===== src/rtl/hangman_pkg.sv =====
// Shared constants for the hangman datapath: widths, letter codes and the
// secret-word table.
package hangman_pkg;

    localparam int WORD_LEN  = 5;
    localparam int CHAR_W    = 5;
    localparam int NUM_WORDS = 8;
    localparam int MAX_TRIES = 6;
    localparam int IDX_W     = $clog2(NUM_WORDS);
    localparam int TRIES_W   = 3;
    localparam int WORD_W    = WORD_LEN * CHAR_W;

    typedef logic [CHAR_W-1:0] char_t;
    typedef logic [WORD_W-1:0] word_t;

    localparam char_t CH_NONE = 5'd0;
    localparam char_t CH_A = 5'd1,  CH_B = 5'd2,  CH_C = 5'd3,  CH_D = 5'd4;
    localparam char_t CH_E = 5'd5,  CH_F = 5'd6,  CH_G = 5'd7,  CH_H = 5'd8;
    localparam char_t CH_I = 5'd9,  CH_J = 5'd10, CH_K = 5'd11, CH_L = 5'd12;
    localparam char_t CH_M = 5'd13, CH_N = 5'd14, CH_O = 5'd15, CH_P = 5'd16;
    localparam char_t CH_Q = 5'd17, CH_R = 5'd18, CH_S = 5'd19, CH_T = 5'd20;
    localparam char_t CH_U = 5'd21, CH_V = 5'd22, CH_W = 5'd23, CH_X = 5'd24;
    localparam char_t CH_Y = 5'd25, CH_Z = 5'd26;

    // Letters are written in reading order; letter 0 lands in the low bits.
    function automatic word_t mk_word(input char_t c0, input char_t c1,
                                      input char_t c2, input char_t c3,
                                      input char_t c4);
        return {c4, c3, c2, c1, c0};
    endfunction

    localparam word_t WORD_TABLE [NUM_WORDS] = '{
        mk_word(CH_A, CH_P, CH_P, CH_L, CH_E),
        mk_word(CH_L, CH_E, CH_V, CH_E, CH_L),
        mk_word(CH_B, CH_R, CH_A, CH_I, CH_N),
        mk_word(CH_C, CH_H, CH_I, CH_P, CH_S),
        mk_word(CH_G, CH_A, CH_T, CH_E, CH_S),
        mk_word(CH_C, CH_L, CH_O, CH_C, CH_K),
        mk_word(CH_L, CH_O, CH_G, CH_I, CH_C),
        mk_word(CH_T, CH_I, CH_M, CH_E, CH_R)
    };

endpackage


===== src/rtl/hangman_word_rom.sv =====
// Combinational word table lookup: index -> packed word, letter 0 in [4:0].
module hangman_word_rom
    import hangman_pkg::*;
(
    input  logic [IDX_W-1:0]  index,
    output logic [WORD_W-1:0] word
);

    assign word = WORD_TABLE[index];

endmodule


===== src/rtl/hangman_datapath.sv =====
// Hangman datapath: word selection, guess latch, revealed-letter mask,
// tries counter and win/lose flags, all driven by controller strobes.
module hangman_datapath
    import hangman_pkg::*;
(
    input  logic                clk,
    input  logic                reset,
    input  logic [CHAR_W-1:0]   char_in,
    input  logic                en_input_char,
    input  logic                en_word_index,
    input  logic                s_guessed_letters,
    input  logic                en_guessed_letters,
    input  logic                s_tries,
    input  logic                en_tries,
    input  logic                s_win,
    input  logic                en_win,
    input  logic                s_lose,
    input  logic                en_lose,
    output logic [WORD_LEN-1:0] input_char_eq_word,
    output logic                already_guessed,
    output logic                guessed_letters_is_done,
    output logic                tries_zero,
    output logic [TRIES_W-1:0]  tries,
    output logic [WORD_LEN-1:0] guessed_letters,
    output logic                win,
    output logic                lose
);

    logic [IDX_W-1:0]  word_index;
    logic [CHAR_W-1:0] input_char;
    logic [WORD_W-1:0] word;
    logic              char_valid;

    hangman_word_rom u_rom (
        .index (word_index),
        .word  (word)
    );

    // Codes 0 and 27..31 never match, even if a table slot held them.
    assign char_valid = (input_char != CH_NONE) && (input_char <= CH_Z);

    for (genvar i = 0; i < WORD_LEN; i++) begin : g_match
        assign input_char_eq_word[i] =
            char_valid && (input_char == word[i*CHAR_W +: CHAR_W]);
    end

    assign already_guessed         = |(input_char_eq_word & guessed_letters);
    assign guessed_letters_is_done = &guessed_letters;
    assign tries_zero              = (tries == '0);

    always_ff @(posedge clk) begin
        if (reset) begin
            word_index      <= '0;
            input_char      <= '0;
            guessed_letters <= '0;
            tries           <= '0;
            win             <= 1'b0;
            lose            <= 1'b0;
        end else begin
            if (en_word_index)
                word_index <= word_index + 1'b1;
            if (en_input_char)
                input_char <= char_in;
            if (en_guessed_letters) begin
                if (s_guessed_letters)
                    guessed_letters <= '0;
                else
                    guessed_letters <= guessed_letters | input_char_eq_word;
            end
            // Decrement saturates so a late wrong guess cannot wrap to 7.
            if (en_tries) begin
                if (s_tries)
                    tries <= TRIES_W'(MAX_TRIES);
                else if (tries != '0)
                    tries <= tries - 1'b1;
            end
            if (en_win)
                win <= s_win;
            if (en_lose)
                lose <= s_lose;
        end
    end

endmodule

===== config.mk =====
export PLATFORM = sky130hd
export DESIGN_NAME = hangman_datapath
export DESIGN_NICKNAME = d
export VERILOG_FILES = /design/src/rtl/hangman_pkg.sv /design/src/rtl/hangman_word_rom.sv /design/src/rtl/hangman_datapath.sv
export SDC_FILE = /design/constraint.sdc
export NUM_CORES = 1
export LEC_CHECK = 0
export BUFFER_PORTS_ARGS = -buffer_cell sky130_fd_sc_hd__buf_2
export CAP_MARGIN = 20
export CORE_UTILIZATION = 30
export DETAILED_ROUTE_END_ITERATION = 8
export GPL_TIMING_DRIVEN = 0
export SYNTH_ARGS = -nofsm -noshare
export SYNTH_HDL_FRONTEND = slang
export SYNTH_SLANG_ARGS = --single-unit

===== constraint.sdc =====
create_clock -name clk -period 2.5 [get_ports clk]
set_input_delay 0.375 -clock clk [delete_from_list [all_inputs] [get_ports clk]]
set_output_delay 0.375 -clock clk [all_outputs]
set_load 0.1 [all_outputs]

==> flow_metrics.tcl, run 1 <==
set metrics [dict create \
    hp-class "input pin to flop" \
    grt_max_degree 11 \
    initial_core_util 0.319 \
    p_leak_nw 0.881 \
    final_cells 273 \
    synth_common_cells "nor2_1 (19), dfxtp_1 (18), a21oi_1 (14)" \
    dp_cells 259 \
    synth_warnings 0 \
    clockBufferDepth 2 \
    clockRootBuffer "clkbuf_8" \
    antenna_found_initial 0 \
    grt_pass1_wl_mm 6.23 \
    cap_violations 0 \
    path_class "flop to output pin" \
    post_drt_wl_per_cell_um 13.4 \
    rsz0062_at_grt "true" \
    grt_use_total 0.156 \
    synth_edf_count 0 \
    synth_area_per_cell_um2 8.15 \
    cpMaxStageDelayCell "dfxtp_4" \
    violations "DRC, setup timing" \
    syn_inst 174 \
    fin_area_um2 1990 \
    clock_latency_ns 0.26 \
    cts_hold_buf 0 \
    use_met3 0.0256 \
    routed_via_density 5.18 \
    path_max_fanout 8 \
    worstMarginPinSlew_ns 0.487 \
    drt_iter0_drc 34 \
    post-route-period-util 1.07 \
    cts_tree "yes" \
    antenna_left 0 \
    start_kind "flop" \
    dp_slack_ns -0.224 \
    final.setup.tns_ns -0.310 \
    grt_util_met1 0.209 \
    busiest_layer "met2" \
    dpl.hpwl_mm 2.68 \
    crit_family "compound AO/OA/AOI/OAI gates" \
    die_y_um 70.8 \
    cts.clk_slew.worst_paths_ns 0.07 \
    endpoint_kind "output pin" \
    row_count 24 \
    cts.htree.levels 1 \
    cts_buffers 3 \
    synth_fp_nets 202 \
    syn-cell-area_um2 1420 \
    drive_gt1_frac 0.367 \
    insertedDiodeCount 0 \
    drt_wl_total_mm 3.66 \
    ys_seq_elements 18 \
    ys.flop_type "dfxtp_1" \
    core_area_um2 4440 \
    final-max-slew-violation-count 0 \
    status "complete, but fails checks" \
    synth_top_area_cell "dfxtp_1" \
    drtPass1Iterations 6 \
    finalHoldViolCount 0 \
    async_reset_ff_frac 0 \
    vdd_drop_max_uv 268 \
    clock_sinks 18 \
    synth.area.top_cells "dfxtp_1 (25%), ha_1 (9.7%), mux2i_1 (7.1%), xnor2_1 (5.6%), nor2_1 (5.0%)" \
    totalPowerFinal_mw 1.07 \
    required_ns 2.12 \
    clock_skew_ns 0.000961 \
    die_x_um 70.8 \
    synth_top_area_share 0.254 \
    min_period_ns 2.68 \
    io_buffers 33 \
    yosysMostFrequentCell "nor2_1" \
    ys_seq_area_frac 0.254 \
    slew_headroom 0.676 \
    pwr_density_cell_nw_per_um2 537 \
    dieArea_um2 5010 \
    synth_cell_types 43 \
    crit_buf_inv 3 \
    nets 250 \
    place_area_um2 1740 \
    routabilityCongestion 0.866 \
    crit_arrival_ns 2.31 \
    gr-usage-met2 0.257 \
    path_cells "inv_6, ha_4, buf_8, xor2_1, o221ai_1, o211ai_1, nor4b_4, a22oi_2, nand2_4, buf_12" \
    first_global_vias 1302 \
    post-route-drc-count 4 \
    critPathMaxStageDelay_ns 0.40 \
    num_vias 1415 \
    io_pins 35 \
    grt.overflow.total 0 \
    max_freq_ghz 0.373 \
    area_growth_pct 40.6 \
    fin_ws_ns -0.183 \
    setup_viol 2 \
]
==> layout by cell type (no fill, tap or decap), types with 2 or more instances in the layout <==
master / n
a21oi_1: 12
a21oi_2: 2
a311oi_1: 2
buf_12: 4
buf_2: 34
buf_4: 11
buf_6: 3
buf_8: 2
clkbuf_1: 2
clkbuf_8: 4
dfxtp_1: 15
dfxtp_4: 2
ha_1: 9
inv_1: 5
mux2i_1: 10
nand2_1: 9
nand2b_1: 5
nand3_1: 4
nor2_1: 18
nor2b_1: 3
nor3_4: 2
nor3b_1: 2
nor4_1: 3
o21ai_0: 3
o221ai_1: 2
o22ai_1: 3
or3_1: 2
xnor2_1: 8
xor2_1: 8
==> flip-flops by register name (all words and copies together) (netlist names) <==
register         count
guessed_letters      5
input_char           5
lose                 1
tries                3
win                  1
word_index           3
==> metal layers <==
metal / wire length (um) / part of all wire
met2: 1710 / 0.47
met5: 0 / 0
met1: 1680 / 0.46
met4: 48 / 0.013
met3: 218 / 0.060
==> tightest hold or removal path: stages <==
cell and delay [ns]:
buf_2 0.07, mux2i_1 0.05, nor2_1 0.07
==> power by group <==
part,total [mW],switching (mW),internal [mW]
Clock,0.245,0.105,0.140
Sequential,0.325,0.0207,0.304
Combinational,0.500,0.304,0.196
==> path summary, 6_finish.rpt <==
check / start / end / slack [ns] / depth (start not counted)
hold / removal: char_in[0] / input_char[0] / 0.35 / 3
hold reg to reg: tries[2] / tries[2] / 0.49 / 2
setup / recovery: word_index[1] / already_guessed / -0.18 / 10
setup reg to reg: word_index[1] / guessed_letters[3] / 0.60 / 9
==> cell type report <==
type,count,area (um^2)
fillers,443,2450
multi-input cells,135,1060
flip-flops and latches,18,369
repair buffers,45,333
plain buffers,11,71.3
well taps,52,65.1
clock buffers,4,55.1
inverters,8,41.3
==> through the flow <==
| stage | utilization | hold WS (ns) |
|---|---|---|
| after CTS | 0.438 | 0.349 |
| after global routing | 0.449 | 0.364 |
| after global placement | 0.390 | 0.473 |
| after floorplan | - | 0.444 |
| final | 0.449 | 0.345 |
| after detailed placement | 0.390 | 0.475 |
==> what timing repair did <==
| item | in CTS | in global routing |
|---|---|---|
| setup endpoints to repair | 6 | 5 |
| pin swaps | 10 | 8 |
| gates resized for setup | 24 | 7 |
| hold endpoints to repair | 0 | 0 |
| setup buffers | 9 | 3 |
==> logic make-up after synthesis <==
group                    count (synthesis)  share of synthesized area
AO/OA/AOI/OAI                           38                      0.184
XOR/XNOR                                17                      0.105
adder cells (fa/ha/maj)                 11                     0.0970
buffers and inverters                   21                     0.0670
flip-flops                              18                      0.254
multiplexers                            10                     0.0705
AND/OR/NAND/NOR                         59                      0.222
Power figures use the tool's default switching activity.
==> run 2: changes to the inputs <==
--- a/config.mk
+++ b/config.mk
@@ -10,6 +10,7 @@
 export CORE_UTILIZATION = 30
 export DETAILED_ROUTE_END_ITERATION = 8
 export GPL_TIMING_DRIVEN = 0
+export REMOVE_ABC_BUFFERS = 1
 export SYNTH_ARGS = -nofsm -noshare
 export SYNTH_HDL_FRONTEND = slang
 export SYNTH_SLANG_ARGS = --single-unit
==> run 2 against run 1 <==
Against the previous run: the flow still finishes with violations (DRC, setup timing); fmax grew 1.2%; clock skew is essentially flat; combinational power shrank 9.8%; cell area shrank 3.3%; hold slack gained 0.0091 ns; worst setup slack gained 0.033 ns; non-clock buffer count shrank 3; wire length shrank 4.9%.
==> flow_metrics.tcl, run 2 (synthesis gave the netlist of run 1 again) <==
set metrics [dict create \
    status "complete, but fails checks" \
    violations "DRC, setup timing" \
    clock_skew_ns 0.000994 \
    drtPass1Iterations 6 \
    first_global_vias 1228 \
    num_vias 1389 \
    crit_arrival_ns 2.28 \
    cts.clk_slew.worst_paths_ns 0.07 \
    critPathMaxStageDelay_ns 0.54 \
    die_x_um 70.8 \
    r2r-end "guessed_letters[1]" \
    post-route-period-util 1.06 \
    worstMarginPinSlew_ns 0.486 \
    final-max-slew-violation-count 0 \
    final_cell_mix "buf_2 (28), buf_4 (20), nor2_1 (19), a21oi_1 (13)" \
    max_freq_ghz 0.377 \
    start_kind "flop" \
    cts_tree "yes" \
    post-route-drc-count 6 \
    grt.overflow.total 0 \
    final_common_cell "buf_2" \
    required_ns 2.12 \
    io_buffers 34 \
    grt_use_total 0.143 \
    p_leak_nw 0.850 \
    dieArea_um2 5010 \
    post_drt_wl_per_cell_um 12.9 \
    hp-class "input pin to flop" \
    holdPathStages 3 \
    drt_wl_total_mm 3.48 \
    routed_via_density 5.14 \
    whs_endpoint "input_char[4]" \
    initial_core_util 0.319 \
    grt_pass1_wl_mm 5.80 \
    crit_buf_inv 2 \
    antenna_found_initial 0 \
    setup_viol 1 \
    clock_sinks 18 \
    final_cells 270 \
    drt_iter0_drc 177 \
    reg2regPathDepth 7 \
    clockBufferDepth 2 \
    core_area_um2 4440 \
    vdd_drop_max_uv 380 \
    insertedDiodeCount 0 \
    area_growth_pct 35.9 \
    routabilityCongestion 0.809 \
    clock_latency_ns 0.25 \
    path_class "flop to output pin" \
    drive_gt1_frac 0.381 \
    dpl.hpwl_mm 2.33 \
    clockRootBuffer "clkbuf_8" \
    die_y_um 70.8 \
    fin_ws_ns -0.150 \
    crit_family "simple AND/OR/NAND/NOR gates" \
    grt_max_degree 18 \
    nets 247 \
    path_max_fanout 14 \
    antenna_left 0 \
    cts.htree.levels 1 \
    place_area_um2 1590 \
    min_period_ns 2.65 \
    holdWs_ns 0.354 \
    cpMaxStageDelayCell "or4_4" \
    r2r_slack_ns 0.59 \
    final.setup.tns_ns -0.150 \
    cts_hold_buf 0 \
    row_count 24 \
    slew_headroom 0.678 \
    finalHoldViolCount 0 \
    largestRegisters "guessed_letters (5), input_char (5)" \
    reg2reg_from "input_char[3]" \
    rsz0062_at_grt "true" \
    fin_area_um2 1930 \
    endpoint_kind "output pin" \
    dp_cells 247 \
    path_cells "or4_4, o22ai_4, buf_4, a21oi_1, and3_2, a22oi_2, nand2_1, buf_12" \
    cap_violations 0 \
    io_pins 35 \
    cts_buffers 3 \
    final_util 0.434 \
    min_from "char_in[4]" \
    pwr_density_cell_nw_per_um2 532 \
]
## run 2: cell types whose count changed in the layout (fill, tap and decap cells not counted), moves of 4 or more
cell     before  now
buf_2        34   28
buf_4        11   20
dfxtp_1      15   10
dfxtp_4       2    6
## run 2: how the worst max path moves through the flow
stage               cells after the start  slack, ns               to           from
finish                                  8      -0.15  already_guessed  input_char[3]
floorplan                               8      -2.49  already_guessed  word_index[0]
detailed placement                      8      -0.62  already_guessed  word_index[2]
CTS                                    10      -0.13  already_guessed  word_index[1]
global placement                        8      -0.65  already_guessed  word_index[2]
global route                            8      -0.25  already_guessed  input_char[3]
## run 2: report_power, final
part | leakage (nW) | switching (mW) | internal [mW] | total [mW]
Combinational | 0.669 | 0.273 | 0.178 | 0.451
Clock | 0.0288 | 0.0939 | 0.140 | 0.234
Sequential | 0.152 | 0.0367 | 0.303 | 0.340
## run 2: area by class of cell
type                       count  area, um^2
inverter                       8        38.8
clock buffer                   4        55.1
sequential                    18         385
tap                           52        65.1
timing repair buffer          53         364
fill                         457        2520
multi-input combinational    135        1020
## run 2: per-stage QoR
stage | power (mW) | worst slack [ns]
2_1_floorplan | 0.632 | -2.49
3_3_place_gp | 0.706 | -0.648
3_5_place_dp | 0.708 | -0.625
4_1_cts | 0.997 | -0.132
5_1_grt | 1.08 | -0.246
6_report | 1.03 | -0.150
## run 2: worst reg2reg max path: stages (launching register included)
cell and delay [ns]:
dfxtp_4 0.40, or4_4 0.54, o22ai_4 0.20, buf_4 0.17
a21oi_1 0.04, and3_2 0.26, a21oi_1 0.15, nor2_1 0.05
## run 2: per-layer routing
metal	share of wire	track usage	vias up	routed length (um)
met4	0.010	0.0333	0	36
met5	0	0	-	0
met1	0.50	0.206	646	1730
met3	0.042	0.0342	4	147
met2	0.45	0.215	36	1570
li1	-	-	703	-
## run 2: timing repair
item | in CTS | in global routing
endpoints found under the hold margin | 0 | 0
endpoints found under the setup margin | 6 | 6
pin swaps | 11 | 5
resized for setup | 33 | 15
setup buffers | 12 | 7
